--- src/rtl/vdp1_fb_pkg.sv ---
// Shared constants, reader state encoding and line-base helper for VDP1 framebuffer scan-out.
package vdp1_fb_pkg;
    localparam int FB_WIDTH  = 352;
    localparam int FB_HEIGHT = 256;
    localparam int FB_ADDR_W = 17;
    localparam int FB_WORDS  = FB_WIDTH * FB_HEIGHT;

    typedef enum logic [1:0] {IDLE, READ, ERASE, DRAIN} reader_state_e;

    // y*352 built from shifts because 352 = 256 + 64 + 32.
    function automatic logic [FB_ADDR_W-1:0] line_base(input logic [$clog2(FB_HEIGHT)-1:0] y);
        logic [FB_ADDR_W-1:0] yw;
        yw = FB_ADDR_W'(y);
        return (yw << 8) + (yw << 6) + (yw << 5);
    endfunction
endpackage

--- src/rtl/vdp1_fb_line_fifo.sv ---
// Synchronous show-ahead FIFO: the head entry is visible on data_o whenever valid_o is high.
module vdp1_fb_line_fifo #(
    parameter int DEPTH = 16,
    parameter int WIDTH = 16
) (
    input  logic                     clock,
    input  logic                     reset_n,
    input  logic                     push_i,
    input  logic [WIDTH-1:0]         push_data_i,
    input  logic                     pop_i,
    output logic                     valid_o,
    output logic [WIDTH-1:0]         data_o,
    output logic [$clog2(DEPTH):0]   count_o
);
    localparam int AW = $clog2(DEPTH);
    localparam int CW = AW + 1;

    logic [WIDTH-1:0] mem_q [DEPTH];
    logic [AW-1:0]    wr_ptr_q, rd_ptr_q;
    logic [CW-1:0]    count_q;
    logic             do_push, do_pop;

    assign do_pop  = pop_i & (count_q != '0);
    assign do_push = push_i & ((count_q != CW'(DEPTH)) | do_pop);

    always_ff @(posedge clock) begin
        if (do_push) begin
            mem_q[wr_ptr_q] <= push_data_i;
        end
    end

    always_ff @(posedge clock or negedge reset_n) begin
        if (!reset_n) begin
            wr_ptr_q <= '0;
            rd_ptr_q <= '0;
            count_q  <= '0;
        end else begin
            if (do_push) begin
                wr_ptr_q <= wr_ptr_q + AW'(1);
            end
            if (do_pop) begin
                rd_ptr_q <= rd_ptr_q + AW'(1);
            end
            if (do_push && !do_pop) begin
                count_q <= count_q + CW'(1);
            end else if (do_pop && !do_push) begin
                count_q <= count_q - CW'(1);
            end
        end
    end

    // Data is forced to zero when empty so stale RAM contents never leak out.
    assign valid_o = (count_q != '0);
    assign data_o  = valid_o ? mem_q[rd_ptr_q] : '0;
    assign count_o = count_q;
endmodule

--- src/rtl/vdp1_fb_line_reader.sv ---
// VDP1 framebuffer line scan-out: sequential reads into a pixel FIFO with optional erase-behind writes.
module vdp1_fb_line_reader
    import vdp1_fb_pkg::*;
#(
    parameter int ADDR_W     = $clog2(FB_WORDS),
    parameter int FIFO_DEPTH = 16
) (
    input  logic              clock,
    input  logic              reset_n,
    input  logic              line_start,
    input  logic [7:0]        line_y,
    input  logic [8:0]        line_w,
    input  logic              erase_en,
    input  logic [15:0]       erase_val,
    output logic [ADDR_W-1:0] fb_addr,
    output logic [15:0]       fb_data,
    output logic [1:0]        fb_wren,
    input  logic [15:0]       fb_q,
    output logic              pix_valid,
    output logic [15:0]       pix_data,
    input  logic              pix_ready,
    output logic              busy,
    output logic              line_done
);
    localparam int CW = $clog2(FIFO_DEPTH) + 1;

    reader_state_e     state_q, state_d;
    logic [ADDR_W-1:0] base_q, base_d, last_addr_q, last_addr_d, rd_addr;
    logic [8:0]        w_q, w_d, x_q, x_d, pop_cnt_q, pop_cnt_d, w_clamped;
    logic              erase_en_q, erase_en_d, inflight_q, inflight_d;
    logic [15:0]       erase_val_q, erase_val_d;
    logic [CW-1:0]     fifo_count;
    logic              credit_ok, pop_fire;

    vdp1_fb_line_fifo #(.DEPTH(FIFO_DEPTH), .WIDTH(16)) u_fifo (
        .clock       (clock),
        .reset_n     (reset_n),
        .push_i      (inflight_q),
        .push_data_i (fb_q),
        .pop_i       (pix_ready),
        .valid_o     (pix_valid),
        .data_o      (pix_data),
        .count_o     (fifo_count)
    );

    // A read is only issued when its pixel is guaranteed a FIFO slot on arrival.
    assign credit_ok = (fifo_count + CW'(inflight_q)) < CW'(FIFO_DEPTH);
    assign pop_fire  = pix_valid & pix_ready;
    assign rd_addr   = base_q + ADDR_W'(x_q);
    assign w_clamped = (line_w > 9'(FB_WIDTH)) ? 9'(FB_WIDTH) : line_w;
    assign busy      = (state_q != IDLE);

    always_comb begin
        state_d     = state_q;
        base_d      = base_q;
        w_d         = w_q;
        x_d         = x_q;
        erase_en_d  = erase_en_q;
        erase_val_d = erase_val_q;
        last_addr_d = last_addr_q;
        inflight_d  = 1'b0;
        pop_cnt_d   = pop_fire ? pop_cnt_q + 9'd1 : pop_cnt_q;
        fb_addr     = last_addr_q;
        fb_data     = '0;
        fb_wren     = 2'b00;
        line_done   = 1'b0;
        case (state_q)
            IDLE: begin
                if (line_start) begin
                    base_d      = ADDR_W'(line_base(line_y));
                    w_d         = w_clamped;
                    x_d         = '0;
                    pop_cnt_d   = '0;
                    erase_en_d  = erase_en;
                    erase_val_d = erase_val;
                    state_d     = (w_clamped == '0) ? DRAIN : READ;
                end
            end
            READ: begin
                if (credit_ok) begin
                    fb_addr     = rd_addr;
                    last_addr_d = rd_addr;
                    inflight_d  = 1'b1;
                    x_d         = x_q + 9'd1;
                    if (erase_en_q) begin
                        state_d = ERASE;
                    end else if (x_q + 9'd1 == w_q) begin
                        state_d = DRAIN;
                    end
                end
            end
            ERASE: begin
                fb_data = erase_val_q;
                fb_wren = 2'b11;
                state_d = (x_q == w_q) ? DRAIN : READ;
            end
            DRAIN: begin
                if ((w_q == '0) || (pop_fire && (pop_cnt_q == w_q - 9'd1))) begin
                    line_done = 1'b1;
                    state_d   = IDLE;
                end
            end
            default: state_d = IDLE;
        endcase
    end

    always_ff @(posedge clock or negedge reset_n) begin
        if (!reset_n) begin
            state_q     <= IDLE;
            base_q      <= '0;
            w_q         <= '0;
            x_q         <= '0;
            erase_en_q  <= 1'b0;
            erase_val_q <= '0;
            last_addr_q <= '0;
            inflight_q  <= 1'b0;
            pop_cnt_q   <= '0;
        end else begin
            state_q     <= state_d;
            base_q      <= base_d;
            w_q         <= w_d;
            x_q         <= x_d;
            erase_en_q  <= erase_en_d;
            erase_val_q <= erase_val_d;
            last_addr_q <= last_addr_d;
            inflight_q  <= inflight_d;
            pop_cnt_q   <= pop_cnt_d;
        end
    end
endmodule
--- config.mk ---
export PLATFORM = sky130hd
export DESIGN_NAME = vdp1_fb_line_reader
export DESIGN_NICKNAME = d
export VERILOG_FILES = /design/src/rtl/vdp1_fb_pkg.sv /design/src/rtl/vdp1_fb_line_fifo.sv /design/src/rtl/vdp1_fb_line_reader.sv
export SDC_FILE = /design/constraint.sdc
export NUM_CORES = 1
export LEC_CHECK = 0
export CAP_MARGIN = 20
export CORE_MARGIN = 2
export CORE_UTILIZATION = 60
export DETAILED_ROUTE_END_ITERATION = 16
export PLACE_DENSITY = 0.79
export SLEW_MARGIN = 10
export SYNTH_ARGS = -nofsm -noshare
export SYNTH_HDL_FRONTEND = slang
export SYNTH_SLANG_ARGS = --single-unit
--- constraint.sdc ---
create_clock -name clock -period 8 [get_ports clock]
set_input_delay 1.2 -clock clock [delete_from_list [all_inputs] [get_ports clock]]
set_output_delay 1.2 -clock clock [all_outputs]
set_load 0.01 [all_outputs]
==> results.json <==
{
  "cts_made_buffers": 35,
  "grt_max_degree": 74,
  "area_delta_synth_final_pct": 17.55,
  "dr.pass1.iters": 5,
  "ctsHtreeMaxLevel": 2,
  "nets": 1209,
  "synth_ff_type": "edfxtp_1",
  "cp-end-kind": "output port",
  "critical_path_class": "reg -> out",
  "slew_viol_final": 0,
  "layout_common_cells": "256 x edfxtp_1, 130 x nand2_1, 106 x clkdlybuf4s50_1",
  "yosys-top-cells-area": "edfxtp_1 51%, dfrtp_1 15%, mux4_2 12%",
  "fin_crit_sh_pct": 63.48,
  "clk_pin_slew_worst_paths_ns": 0.06,
  "hp-class": "reg -> reg",
  "gp_congestion": 0.8132,
  "cts_sinks": 345,
  "skew_ns": 0.02890,
  "worstPathRequired_ns": 6.80,
  "start_util_pct": 60.59,
  "drv_cap": 0,
  "critPathMaxFanout": 37,
  "cts-root-buf": "clkbuf_16",
  "path_cells": "buf_4, mux4_2, mux4_2, and2_1, clkdlybuf4s50_1",
  "hold_viol": 0,
  "critPathTopFamily": "buffers and inverters",
  "final_common_cell": "edfxtp_1",
  "slowest_delay_ns": 0.83,
  "synth_edf_count": 256,
  "drtAntennaViolNets": 0,
  "max_freq_mhz": 196.9,
  "cp-start-kind": "register",
  "grt_overflow": 0,
  "core_um2": 25040,
  "crit_slowest_cell": "dfrtp_4",
  "yosysTopAreaCellShare_pct": 50.67,
  "synth_warnings": 0,
  "dieArea_um2": 26570,
  "ys_async_sr_fraction_pct": 25.80,
  "worstPathArrival_ns": 3.88,
  "setup_slack_ns": 2.921,
  "cts_tree": "yes",
  "power.density_nw_per_um2": 350.0,
  "cts_buffer_depth": 3,
  "post_cts_resized": 0,
  "ys_types": 61,
  "drive_gt1_share_pct": 16.23,
  "vias_per_cell": 6.067,
  "grt_setup_unrepaired": "no",
  "drc": 0,
  "synth_area_per_cell_um2": 15.13,
  "min_period_ns": 5.079,
  "crit_buf_inv": 2,
  "seq_area_frac_synth_pct": 65.35,
  "wl_um": 32780,
  "worst_pin_slew_ns": 1.112,
  "drt-wirelength-per-cell_um": 22.19,
  "clk_latency_ns": 0.53,
  "place_ws_ns": 3.392,
  "vias": 8961,
  "place_hpwl_um": 20020,
  "ioPinCount": 108,
  "status": "completed",
  "portBuffers": 107,
  "crit_path_frequent_cell": "mux4_2",
  "grt_antenna_before_repair": 1,
  "grt_pass1_vias": 8960,
  "die_w_um": 163.0,
  "post-cts-setup-buffer-count": 0,
  "synth_seq_cells": 345,
  "track_usage_pct": 25.48,
  "slew_headroom_pct": 25.89,
  "core.rowCount": 58,
  "tns_ns": 0,
  "ir_worst_vdd_mv": 0.2482,
  "setup_viol": 0,
  "yosysTopAreaCell": "edfxtp_1",
  "power.static_leakage_nw": 6.414,
  "grt_pass1_wl_um": 50990,
  "holdWs_ns": 0.4649,
  "hold_buffers": 0,
  "first_iter_violations": 850,
  "syn-cell-area_um2": 15170,
  "die_h_um": 163.0,
  "syn_inst": 1003,
  "syn_nets": 1093,
  "p_total_mw": 6.241
}
-- layout make-up --
type,instances,area (um^2)
Clock inverter,20,216.5
Antenna cell,1,2.502
Inverter,30,112.6
Multi-Input combinational cell,576,4977
Fill cell,1602,7203
Tap cell,330,412.9
Clock buffer,44,939.7
Timing Repair Buffer,131,1252
Sequential cell,345,9920
-- kinds of logic after synthesis --
logic type	Yosys count	synth area share (%)
mux	85	12.21
simple gates	294	9.386
fa+ha+maj	36	3.365
compound gates	107	4.388
flops	345	65.35
buf+inv	82	2.186
xor+xnor	54	3.118
-- worst paths after layout --
check                                               start  slack (ns)                              to  cells past startpoint
setup / recovery           u_fifo.rd_ptr_q[0]$_DFFE_PN0N_        2.92                     pix_data[5]                      5
hold / removal                 erase_val_q[1]$_DFFE_PN0P_        0.46      erase_val_q[1]$_DFFE_PN0P_                      2
setup reg to reg            u_fifo.count_o[0]$_DFFE_PN0P_        4.96   u_fifo.count_o[4]$_DFFE_PN0P_                     11
hold reg to reg                erase_val_q[1]$_DFFE_PN0P_        0.46      erase_val_q[1]$_DFFE_PN0P_                      2
max in group asynchronous                         reset_n        6.16  u_fifo.rd_ptr_q[0]$_DFFE_PN0N_                      2
min in group asynchronous                         reset_n        0.54       last_addr_q[16]$_DFF_PN0_                      1
-- Yosys cell counts (4+ instances only) --
cell type and count:
a21o_1 7, a21oi_1 23, and2_1 35, and3_1 4, buf_1 8, buf_2 13, clkbuf_1 29, dfrtp_1 89
edfxtp_1 256, fa_1 8, ha_1 28, inv_1 30, mux2i_1 5, mux4_2 80, nand2_1 130, nand2b_1 8
nand3_1 17, nand4_1 11, nor2_1 39, nor2b_1 6, nor3_1 16, o211ai_1 5, o21a_1 5, o21ai_0 28
o21ai_1 10, o31ai_1 8, xnor2_1 32, xor2_1 22
-- where the power goes --
group	total, mW	internal [mW]	switching [mW]	leakage [nW]
logic	2.07	1.10	0.972	2.43
registers	2.52	2.20	0.324	3.43
clock network	1.65	0.969	0.680	0.548
-- stage by stage --
| step | utilization, % | std cells | cell area (um^2) |
|---|---|---|---|
| 2_1_floorplan | - | 1003 | 15170 |
| 3_3_place_gp | 66.56 | 1411 | 16660 |
| 3_5_place_dp | 66.60 | 1412 | 16670 |
| 4_1_cts | 71.22 | 1476 | 17830 |
| 5_1_grt | 71.23 | 1477 | 17830 |
| 6_report | 71.23 | 1477 | 17830 |
-- routing by layer --
metal	global-route usage [%]	vias up	share of wire [%]
li1	-	3997	-
met1	36.69	4543	40
met2	40.79	370	50
met3	3.961	51	7.3
met4	8.246	0	2.3
met5	0	-	0
-- worst min-delay path, cell delays in order, from the launching register on --
cell     delay, ns
dfrtp_1       0.33
nand2_1       0.05
nand2_1       0.06
-- flip-flops by register name (all words and copies together), names as in the netlist, 5 cells and up --
name,count
u_fifo.count_o,5
base_q,12
x_q,9
last_addr_q,17
pop_cnt_q,9
u_fifo.mem_q,256
erase_val_q,16
w_q,9
(Power assumes the default switching activity.)
